==> src/rtl/fll_dco_ctrl_if.sv <==
// Control-path interface of the FLL DCO stage: controller result in, DCO code and lock status out.
// Only the handshake/bus signals live here; clk_ref and reset stay plain module ports.
interface fll_dco_ctrl_if #(
  parameter int unsigned N           = 32,
  parameter int unsigned COARSE_BITS = 4,
  parameter int unsigned FINE_BITS   = 6
);
  logic                          enable;
  logic [N-1:0]                  value;
  logic                          strobe;
  logic                          locked;
  logic [2:0]                    corner;
  logic                          clear_lost;
  logic [COARSE_BITS+FINE_BITS-1:0] code_out;
  logic [2**COARSE_BITS-2:0]     coarse_therm;
  logic [FINE_BITS-1:0]          fine_bin;
  logic                          update;
  logic                          sat_hi;
  logic                          sat_lo;
  logic                          lock_stable;
  logic                          lock_lost;

  modport master (
    output enable, value, strobe, locked, corner, clear_lost,
    input  code_out, coarse_therm, fine_bin, update, sat_hi, sat_lo, lock_stable, lock_lost
  );

  modport slave (
    input  enable, value, strobe, locked, corner, clear_lost,
    output code_out, coarse_therm, fine_bin, update, sat_hi, sat_lo, lock_stable, lock_lost
  );
endinterface

==> src/rtl/fll_dco_ctrl.sv <==
// Slew-limited DCO code generator with coarse thermometer / fine binary split
// and a debounced lock qualifier (lock_stable, sticky lock_lost).
module fll_dco_ctrl #(
  parameter int unsigned N            = 32,
  parameter int unsigned COARSE_BITS  = 4,
  parameter int unsigned FINE_BITS    = 6,
  parameter int unsigned MAX_STEP     = 4,
  parameter int unsigned INIT_CODE    = 512,
  parameter int unsigned LOCK_COUNT   = 4,
  parameter int unsigned UNLOCK_COUNT = 2
) (
  input  logic           clk_ref,
  input  logic           reset,
  fll_dco_ctrl_if.slave  bus
);

  localparam int unsigned M    = COARSE_BITS + FINE_BITS;
  localparam int unsigned TW   = 2**COARSE_BITS - 1;
  localparam int unsigned LC_W = $clog2(LOCK_COUNT + 1);
  localparam int unsigned UC_W = $clog2(UNLOCK_COUNT + 1);

  localparam logic [N-1:0]    CODE_MAX_N = N'(2**M - 1);
  localparam logic [M:0]      STEP       = (M+1)'(MAX_STEP);
  localparam logic [LC_W-1:0] LC_TOP     = LC_W'(LOCK_COUNT);
  localparam logic [UC_W-1:0] UC_TOP     = UC_W'(UNLOCK_COUNT);

  typedef enum logic [1:0] {DISABLED, ACQUIRE, STABLE} state_e;

  state_e          state_q, state_d;
  logic [M-1:0]    code_q, code_d;
  logic            update_q, update_d;
  logic            sat_hi_q, sat_hi_d;
  logic            sat_lo_q, sat_lo_d;
  logic            lock_lost_q, lock_lost_d;
  logic [LC_W-1:0] lock_cnt_q, lock_cnt_d;
  logic [UC_W-1:0] unlock_cnt_q, unlock_cnt_d;

  logic            acc;
  logic            clip_hi, clip_lo;
  logic [M-1:0]    tgt;
  logic [M:0]      up_diff, dn_diff;
  logic            lost_set;
  logic [TW-1:0]   therm;

  always_ff @(posedge clk_ref) begin
    if (reset) begin
      state_q      <= DISABLED;
      code_q       <= M'(INIT_CODE);
      update_q     <= 1'b0;
      sat_hi_q     <= 1'b0;
      sat_lo_q     <= 1'b0;
      lock_lost_q  <= 1'b0;
      lock_cnt_q   <= '0;
      unlock_cnt_q <= '0;
    end else begin
      state_q      <= state_d;
      code_q       <= code_d;
      update_q     <= update_d;
      sat_hi_q     <= sat_hi_d;
      sat_lo_q     <= sat_lo_d;
      lock_lost_q  <= lock_lost_d;
      lock_cnt_q   <= lock_cnt_d;
      unlock_cnt_q <= unlock_cnt_d;
    end
  end

  // Datapath: target clipping and slew towards it, computed one bit wider so it never wraps.
  always_comb begin
    acc      = bus.strobe & bus.enable;
    clip_hi  = bus.value > CODE_MAX_N;
    clip_lo  = bus.value == '0;
    tgt      = clip_hi ? '1 : bus.value[M-1:0];
    up_diff  = {1'b0, tgt} - {1'b0, code_q};
    dn_diff  = {1'b0, code_q} - {1'b0, tgt};
    code_d   = code_q;
    update_d = 1'b0;
    sat_hi_d = sat_hi_q;
    sat_lo_d = sat_lo_q;
    if (acc) begin
      sat_hi_d = clip_hi | bus.corner[2];
      sat_lo_d = clip_lo | bus.corner[0];
      if (tgt > code_q) begin
        code_d = code_q + M'((up_diff > STEP) ? STEP : up_diff);
      end else if (tgt < code_q) begin
        code_d = code_q - M'((dn_diff > STEP) ? STEP : dn_diff);
      end
      update_d = (tgt != code_q);
    end
  end

  always_comb begin
    state_d      = state_q;
    lock_cnt_d   = lock_cnt_q;
    unlock_cnt_d = unlock_cnt_q;
    lost_set     = 1'b0;
    if (!bus.enable) begin
      state_d      = DISABLED;
      lock_cnt_d   = '0;
      unlock_cnt_d = '0;
    end else begin
      case (state_q)
        DISABLED: begin
          state_d      = ACQUIRE;
          lock_cnt_d   = '0;
          unlock_cnt_d = '0;
        end
        ACQUIRE: begin
          if (acc) begin
            if (!bus.locked) begin
              lock_cnt_d = '0;
            end else if (lock_cnt_q + 1'b1 >= LC_TOP) begin
              state_d    = STABLE;
              lock_cnt_d = '0;
            end else begin
              lock_cnt_d = lock_cnt_q + 1'b1;
            end
          end
        end
        STABLE: begin
          if (acc) begin
            if (bus.locked) begin
              unlock_cnt_d = '0;
            end else if (unlock_cnt_q + 1'b1 >= UC_TOP) begin
              state_d      = ACQUIRE;
              lock_cnt_d   = '0;
              unlock_cnt_d = '0;
              lost_set     = 1'b1;
            end else begin
              unlock_cnt_d = unlock_cnt_q + 1'b1;
            end
          end
        end
        default: state_d = DISABLED;
      endcase
    end
    // A new loss of lock takes priority over a simultaneous clear request.
    if (lost_set) begin
      lock_lost_d = 1'b1;
    end else if (bus.clear_lost) begin
      lock_lost_d = 1'b0;
    end else begin
      lock_lost_d = lock_lost_q;
    end
  end

  always_comb begin
    therm = '0;
    for (int unsigned i = 0; i < TW; i++) begin
      therm[i] = i < 32'(code_q[M-1:FINE_BITS]);
    end
  end

  assign bus.code_out     = code_q;
  assign bus.coarse_therm = therm;
  assign bus.fine_bin     = code_q[FINE_BITS-1:0];
  assign bus.update       = update_q;
  assign bus.sat_hi       = sat_hi_q;
  assign bus.sat_lo       = sat_lo_q;
  assign bus.lock_stable  = (state_q == STABLE);
  assign bus.lock_lost    = lock_lost_q;

endmodule

==> src/flat_wrapper.sv <==
// flat-port wrapper written by rule: the top's interface ports become plain ports
module fll_dco_ctrl_flat 
#(
  parameter int unsigned N            = 32,
  parameter int unsigned COARSE_BITS  = 4,
  parameter int unsigned FINE_BITS    = 6,
  parameter int unsigned MAX_STEP     = 4,
  parameter int unsigned INIT_CODE    = 512,
  parameter int unsigned LOCK_COUNT   = 4,
  parameter int unsigned UNLOCK_COUNT = 2
)
  (clk_ref, reset, bus_enable, bus_value, bus_strobe, bus_locked, bus_corner, bus_clear_lost, bus_code_out, bus_coarse_therm, bus_fine_bin, bus_update, bus_sat_hi, bus_sat_lo, bus_lock_stable, bus_lock_lost);
  fll_dco_ctrl_if #(.N(N), .COARSE_BITS(COARSE_BITS), .FINE_BITS(FINE_BITS)) bus_i ();
  input  logic clk_ref;
  input  logic reset;
  input wire logic [$bits(bus_i.enable)-1:0] bus_enable;
  input wire logic [$bits(bus_i.value)-1:0] bus_value;
  input wire logic [$bits(bus_i.strobe)-1:0] bus_strobe;
  input wire logic [$bits(bus_i.locked)-1:0] bus_locked;
  input wire logic [$bits(bus_i.corner)-1:0] bus_corner;
  input wire logic [$bits(bus_i.clear_lost)-1:0] bus_clear_lost;
  output wire logic [$bits(bus_i.code_out)-1:0] bus_code_out;
  output wire logic [$bits(bus_i.coarse_therm)-1:0] bus_coarse_therm;
  output wire logic [$bits(bus_i.fine_bin)-1:0] bus_fine_bin;
  output wire logic [$bits(bus_i.update)-1:0] bus_update;
  output wire logic [$bits(bus_i.sat_hi)-1:0] bus_sat_hi;
  output wire logic [$bits(bus_i.sat_lo)-1:0] bus_sat_lo;
  output wire logic [$bits(bus_i.lock_stable)-1:0] bus_lock_stable;
  output wire logic [$bits(bus_i.lock_lost)-1:0] bus_lock_lost;
  assign bus_i.enable = bus_enable;
  assign bus_i.value = bus_value;
  assign bus_i.strobe = bus_strobe;
  assign bus_i.locked = bus_locked;
  assign bus_i.corner = bus_corner;
  assign bus_i.clear_lost = bus_clear_lost;
  assign bus_code_out = bus_i.code_out;
  assign bus_coarse_therm = bus_i.coarse_therm;
  assign bus_fine_bin = bus_i.fine_bin;
  assign bus_update = bus_i.update;
  assign bus_sat_hi = bus_i.sat_hi;
  assign bus_sat_lo = bus_i.sat_lo;
  assign bus_lock_stable = bus_i.lock_stable;
  assign bus_lock_lost = bus_i.lock_lost;
  fll_dco_ctrl #(.N(N), .COARSE_BITS(COARSE_BITS), .FINE_BITS(FINE_BITS), .MAX_STEP(MAX_STEP), .INIT_CODE(INIT_CODE), .LOCK_COUNT(LOCK_COUNT), .UNLOCK_COUNT(UNLOCK_COUNT)) u_core (.clk_ref(clk_ref), .reset(reset), .bus(bus_i));
endmodule
==> config.mk <==
export PLATFORM = sky130hd
export DESIGN_NAME = fll_dco_ctrl_flat
export DESIGN_NICKNAME = d
export VERILOG_FILES = /design/src/rtl/fll_dco_ctrl_if.sv /design/src/rtl/fll_dco_ctrl.sv /design/src/flat_wrapper.sv
export SDC_FILE = /design/constraint.sdc
export NUM_CORES = 1
export LEC_CHECK = 0
export CORE_MARGIN = 2
export CORE_UTILIZATION = 44
export CTS_CLUSTER_SIZE = 25
export DETAILED_ROUTE_END_ITERATION = 12
export GPL_ROUTABILITY_DRIVEN = 0
export PLACE_DENSITY_LB_ADDON = 0.3
export SYNTH_ARGS = -nofsm -noshare
export SYNTH_HDL_FRONTEND = slang
export SYNTH_SLANG_ARGS = --single-unit
==> constraint.sdc <==
create_clock -name clk_ref -period 6.68 [get_ports clk_ref]
set_input_delay 1.002 -clock clk_ref [delete_from_list [all_inputs] [get_ports clk_ref]]
set_output_delay 1.002 -clock clk_ref [all_outputs]
set_load 0.005 [all_outputs]
# [Word-level counts from Yosys, hierarchy flattened]
# Index checks and enable logic that the tools add are counted.
[op_classes] add_sub_neg=6 magnitude_cmp=22 n_eq_ne=9 n_mux=30 bitwise_logic=5 n_reduce_logical=12
[ops] op="two-way mux 10 bit" n=5
[ops] op="> comparator 32 x 10 -> 1 bit, second input constant" n=1
[ops] op="logical NOT 32 bit" n=1
[ops] op="less-than comparator 4 bit, first input constant" n=7
[ops] op="> comparator 11 x 3 -> 1 bit, second input constant" n=2
[ops] op="subtractor 10 x 10 -> 11 bit" n=2
[ops] op="two-way mux 2 bit" n=9
[ops] op="two-way mux 3 bit" n=6
[ops] op="less-than comparator 3 x 4 -> 1 bit, first input constant" n=4
[ops] op="adder 10 bit" n=1
[ops] op="> comparator 10 bit" n=1
[ops] op="less-than comparator 10 bit" n=1
[ops] op="!= test 10 bit" n=1
[ops] op="subtractor 10 bit" n=1
[ops] op="one-hot mux 3 bit (3 select lines)" n=1
[ops] op="less-than comparator 1 x 4 -> 1 bit, first input constant" n=2
[ops] op="less-than comparator 2 x 4 -> 1 bit, first input constant" n=2
[ops] op="!= test 2 x 1 -> 1 bit, second input constant" n=4
[ops] op="two-way mux 1 bit" n=7
[ops] op="one-hot mux 2 bit (3 select lines)" n=1
[ops] op="AND reduction 6 bit" n=1
[ops] op="nonzero test 2 bit" n=3
[ops] op="AND reduction 5 bit" n=1
[ops] op="!= test 2 bit, second input constant" n=2
[ops] op="other kinds (14)" n=18
[word_totals] regBits=21 inputBits=41

# [Depth between registers and ports, before layout]
[logic_depth] depth_word=8 mapped_depth=28

# [Worst setup path after synthesis]
# Ideal clock, no wire load.
[synth_path] kind="input to register" start="in bus_value[20]" end="reg u_core.code_q[9] (netlist: u_core.bus.code_out[9])" arrival_time_ns=6.802 required_ns=6.577 setup_slack_ns=-0.226 path_stages=25 n_path_buf=1 cell_sequence="or4_1 > or4_1 > clkbuf_1 > or2_2 > inv_1 > ha_1 > inv_1 > fa_1 > a21oi_2 > o211ai_1 > nand2_1 > o31ai_1 > or4_4 > or4_1 > nand2b_1 > ha_1 > a2bb2oi_1 > ha_1 > nor2b_1 > o2111ai_1 > a31oi_1 > a31oi_1 > nor4_1 > a211o_1 > a2111oi_2"
[synth_via] elab_chain_cells=8
[synth_lines] item="start: declaration" line="flat_wrapper.sv:17" source="input wire logic [$bits(bus_i.value)-1:0] bus_value;"
[synth_lines] item="> comparator 32 x 10 -> 1 bit *" line="fll_dco_ctrl.sv:70" source="clip_hi = bus.value > CODE_MAX_N;"
[synth_lines] item="two-way mux 10 bit *" line="fll_dco_ctrl.sv:72" source="tgt = clip_hi ? '1 : bus.value[M-1:0];"
[synth_lines] item="subtractor 10 x 10 -> 11 bit" line="fll_dco_ctrl.sv:74" source="dn_diff = {1'b0, code_q} - {1'b0, tgt};"
[synth_lines] item="> comparator 11 x 3 -> 1 bit" line="fll_dco_ctrl.sv:85" source="code_d = code_q - M'((dn_diff > STEP) ? STEP : dn_diff);"
[synth_lines] item="two-way mux 10 bit" line="fll_dco_ctrl.sv:85"
[synth_lines] item="subtractor 10 bit" line="fll_dco_ctrl.sv:85"
[synth_lines] item="two-way mux 10 bit" line="fll_dco_ctrl.sv:84" source="end else if (tgt < code_q) begin"
[synth_lines] item="two-way mux 10 bit" line="fll_dco_ctrl.sv:82" source="if (tgt > code_q) begin"
[synth_lines] item="end signal: assignment" line="fll_dco_ctrl.sv:48" source="code_q <= M'(INIT_CODE);"
[synth_lines] item="end signal: assignment" line="fll_dco_ctrl.sv:57" source="code_q <= code_d;"
[synth_lines] item="end: declaration" line="fll_dco_ctrl.sv:30" source="logic [M-1:0] code_q, code_d;"
# Every way passes the cells marked *; elsewhere a longest branch is shown, timed or not. The select of a mux whose other input is x is not followed.
# A chain may end at the register's enable or synchronous reset.

# [Final worst setup path]
[layout_path] start="in bus_value[18]" end="reg u_core.code_q[9] (netlist: u_core.bus.code_out[9])"
# Same word-level chain as after synthesis.

==> impl_metrics.json <==
{
  "mostFrequentLayoutCell": "buf_4",
  "fin_total_pwr_mw": 0.699,
  "ant_nets": 0,
  "drv_slew": 0,
  "synth-adder-area-share_pct": 17.2,
  "cp.required_ns": 6.85,
  "period_share_pct": 101,
  "synth_top_area_share_pct": 15.7,
  "slowest_delay_ns": 0.54,
  "dieHeight_um": 82.0,
  "peakVddDrop_mv": 0.132,
  "vias_per_cell": 5.49,
  "path_class": "in -> reg",
  "drtIter0Drc": 133,
  "synth_area_leaders": "dfxtp_1, ha_1, nor2_1",
  "totalWireLength_mm": 8.56,
  "synthMuxAreaShare_pct": 3.36,
  "rsz0062_at_grt": "yes",
  "num_vias": 3158,
  "fin_util_pct": 70.8,
  "ys_seq_area_share_pct": 15.7,
  "path_depth": 28,
  "nets": 577,
  "yosys.area_share.xor_xnor_pct": 5.23,
  "synth_edf_count": 0,
  "core_area_mm2": 0.00589,
  "io_pins": 77,
  "maxCapViolCount": 0,
  "min-delay-start": "u_core.unlock_cnt_q[1]",
  "setup_ws_ns": -0.0403,
  "synth_top_family_by_area": "simple AND/OR/NAND/NOR gates",
  "violations": "setup timing",
  "dpl_worst_slack_ns": -0.736,
  "cts-htree-levels": 1,
  "firstDrtPassIters": 5,
  "cts_tree": "yes",
  "initial_core_util_pct": 45.5,
  "p_per_area_mw_per_mm2": 168,
  "tightest_slew_ns": 0.697,
  "worst_hold_slack_ns": 0.459,
  "netlist_area_mm2": 0.00268,
  "syn2layout_area_growth_pct": 55.6,
  "yosys.area_share.simple_pct": 28.8,
  "cp-end-kind": "flip-flop",
  "hold_violations": 0,
  "cp_max_fo": 8,
  "grt_max_degree": 20,
  "hold_depth": 2,
  "synth-compound-area-share_pct": 19.9,
  "clockBufferDepth": 2,
  "slew-limit-headroom_pct": 53.4,
  "finalCriticalPeriod_ns": 6.72,
  "startpoint_type": "input port",
  "place_inst": 563,
  "cts_made_buffers": 3,
  "yosys_warnings": 0,
  "dieArea_mm2": 0.00673,
  "cts.root.buffer_cell": "clkbuf_8",
  "die_x_um": 82.0,
  "async_flop_share_pct": 0,
  "regToRegStartpoint": "u_core.bus.code_out[1]",
  "finalSetupViolations": 2,
  "layout_common_cells": "buf_4, clkdlybuf4s50_1, nor2_1",
  "finalNonFillerCells": 575,
  "r2r_end": "u_core.bus.code_out[9]",
  "holdBufCountCts": 0,
  "r2r_slack_ns": 1.58,
  "port_buffers": 75,
  "power.leakage_nw": 1.79,
  "skew_ns": 0.00300,
  "clkSlewWorstSetupHoldPaths_ns": 0.08,
  "antenna_cells": 0,
  "setup-tns-final_ns": -0.0594,
  "syn_inst": 372,
  "cpLargestDelayFamily": "simple AND/OR/NAND/NOR gates",
  "ys_ff_latch": 21,
  "wl_per_cell_um": 14.9,
  "critical_path_buf_inv_count": 5,
  "clock.fmax_ghz": 0.149,
  "avgSynthCellArea_um2": 7.20,
  "yosys.area.top_type": "dfxtp_1",
  "grt_overflow_total": 0,
  "drc": 0,
  "cts.sink_count": 21,
  "grt_antenna_before_repair": 0,
  "ys_types": 54,
  "crit_path_top_delay_cell": "or4_4",
  "grt_pass1_wl_mm": 12.9,
  "syn_nets": 448,
  "place_area_mm2": 0.00392,
  "critPathMostFrequentCell": "buf_6",
  "final_cell_area_mm2": 0.00417,
  "drive_above_1_share_pct": 27.8,
  "cp.arrival_ns": 6.89,
  "synthFlopType": "dfxtp_1",
  "num_rows": 28,
  "min_to": "u_core.unlock_cnt_q[1]",
  "clock_latency_ns": 0.26,
  "hold_class": "reg -> reg",
  "track_usage_pct": 24.1,
  "grt_pass1_vias": 2903,
  "place_hpwl_mm": 6.46,
  "status": "complete, but fails checks",
  "r2r_cells": 21
}
[metal layers]
metal / vias to the layer above / routed length [µm] / global-route usage [%]
li1: 1543 / - / -
met1: 1484 / 3510 / 29.4
met2: 115 / 4490 / 44.8
met3: 16 / 401 / 1.54
met4: 0 / 154 / 7.17
met5: - / 0 / 0
[timing repair]
action,in CTS,in global routing
endpoints found under the setup margin,5,5
resized for setup,44,49
pin swaps,25,30
setup buffers,5,3
[cell usage after synthesis, types with 5 or more instances]
master and instances:
a21oi_1 29, a31oi_1 8, buf_2 5, buf_4 8, clkbuf_1 6, dfxtp_1 21
ha_1 32, inv_1 37, mux2i_1 9, nand2_1 24, nand2b_1 11, nand3_1 7
nor2_1 46, nor2b_1 5, nor3_1 12, nor4_1 9, o21ai_0 16, or2_2 11
xnor2_1 7, xor2_1 9
[sequential cells by signal (all words and copies together), names as in the netlist]
signal	flops
u_core.bus.code_out	10
u_core.bus.lock_lost	1
u_core.bus.sat_hi	1
u_core.bus.sat_lo	1
u_core.bus.update	1
u_core.lock_cnt_q	3
u_core.state_q	2
u_core.unlock_cnt_q	2
[layout make-up]
type	instances	area (µm²)
multi-input combinational	293	2230
clock inverter	1	5.00
fill	458	1720
inverter	37	141
timing repair buffer	145	1230
tap	75	93.8
clock buffer	3	41.3
sequential	21	420
[kinds of logic (layout without fill, tap and decap cells)]
group / count (synthesis) / in the layout
AO/OA/AOI/OAI: 84 / 84
AND/OR/NAND/NOR: 149 / 149
buffers and inverters: 58 / 186
flip-flops: 21 / 21
multiplexers: 9 / 9
XOR/XNOR: 16 / 16
adder cells (fa/ha/maj): 35 / 35
[worst max-delay path by stage]
| stage | startpoint | end | slack, ns |
|---|---|---|---|
| floorplan | bus_value[20] | u_core.bus.code_out[9] | 0.02 |
| global placement | bus_value[20] | u_core.bus.code_out[9] | -0.64 |
| detailed placement | bus_value[20] | u_core.bus.code_out[9] | -0.74 |
| CTS | bus_value[18] | u_core.bus.code_out[9] | 0.001 |
| global route | bus_value[18] | u_core.bus.code_out[6] | -0.25 |
| finish | bus_value[18] | u_core.bus.code_out[9] | -0.04 |
[report_power, final]
part           total [mW]  switching, mW  internal [mW]
clock network      0.0873         0.0457         0.0417
registers           0.155         0.0204          0.135
logic               0.457          0.219          0.238
total               0.699          0.285          0.415
[tightest hold or removal path: stages, from the launching register on]
cell and delay, ns:
dfxtp_1 0.30, inv_1 0.06, nor3_1 0.05
(Power assumes the default switching activity.)
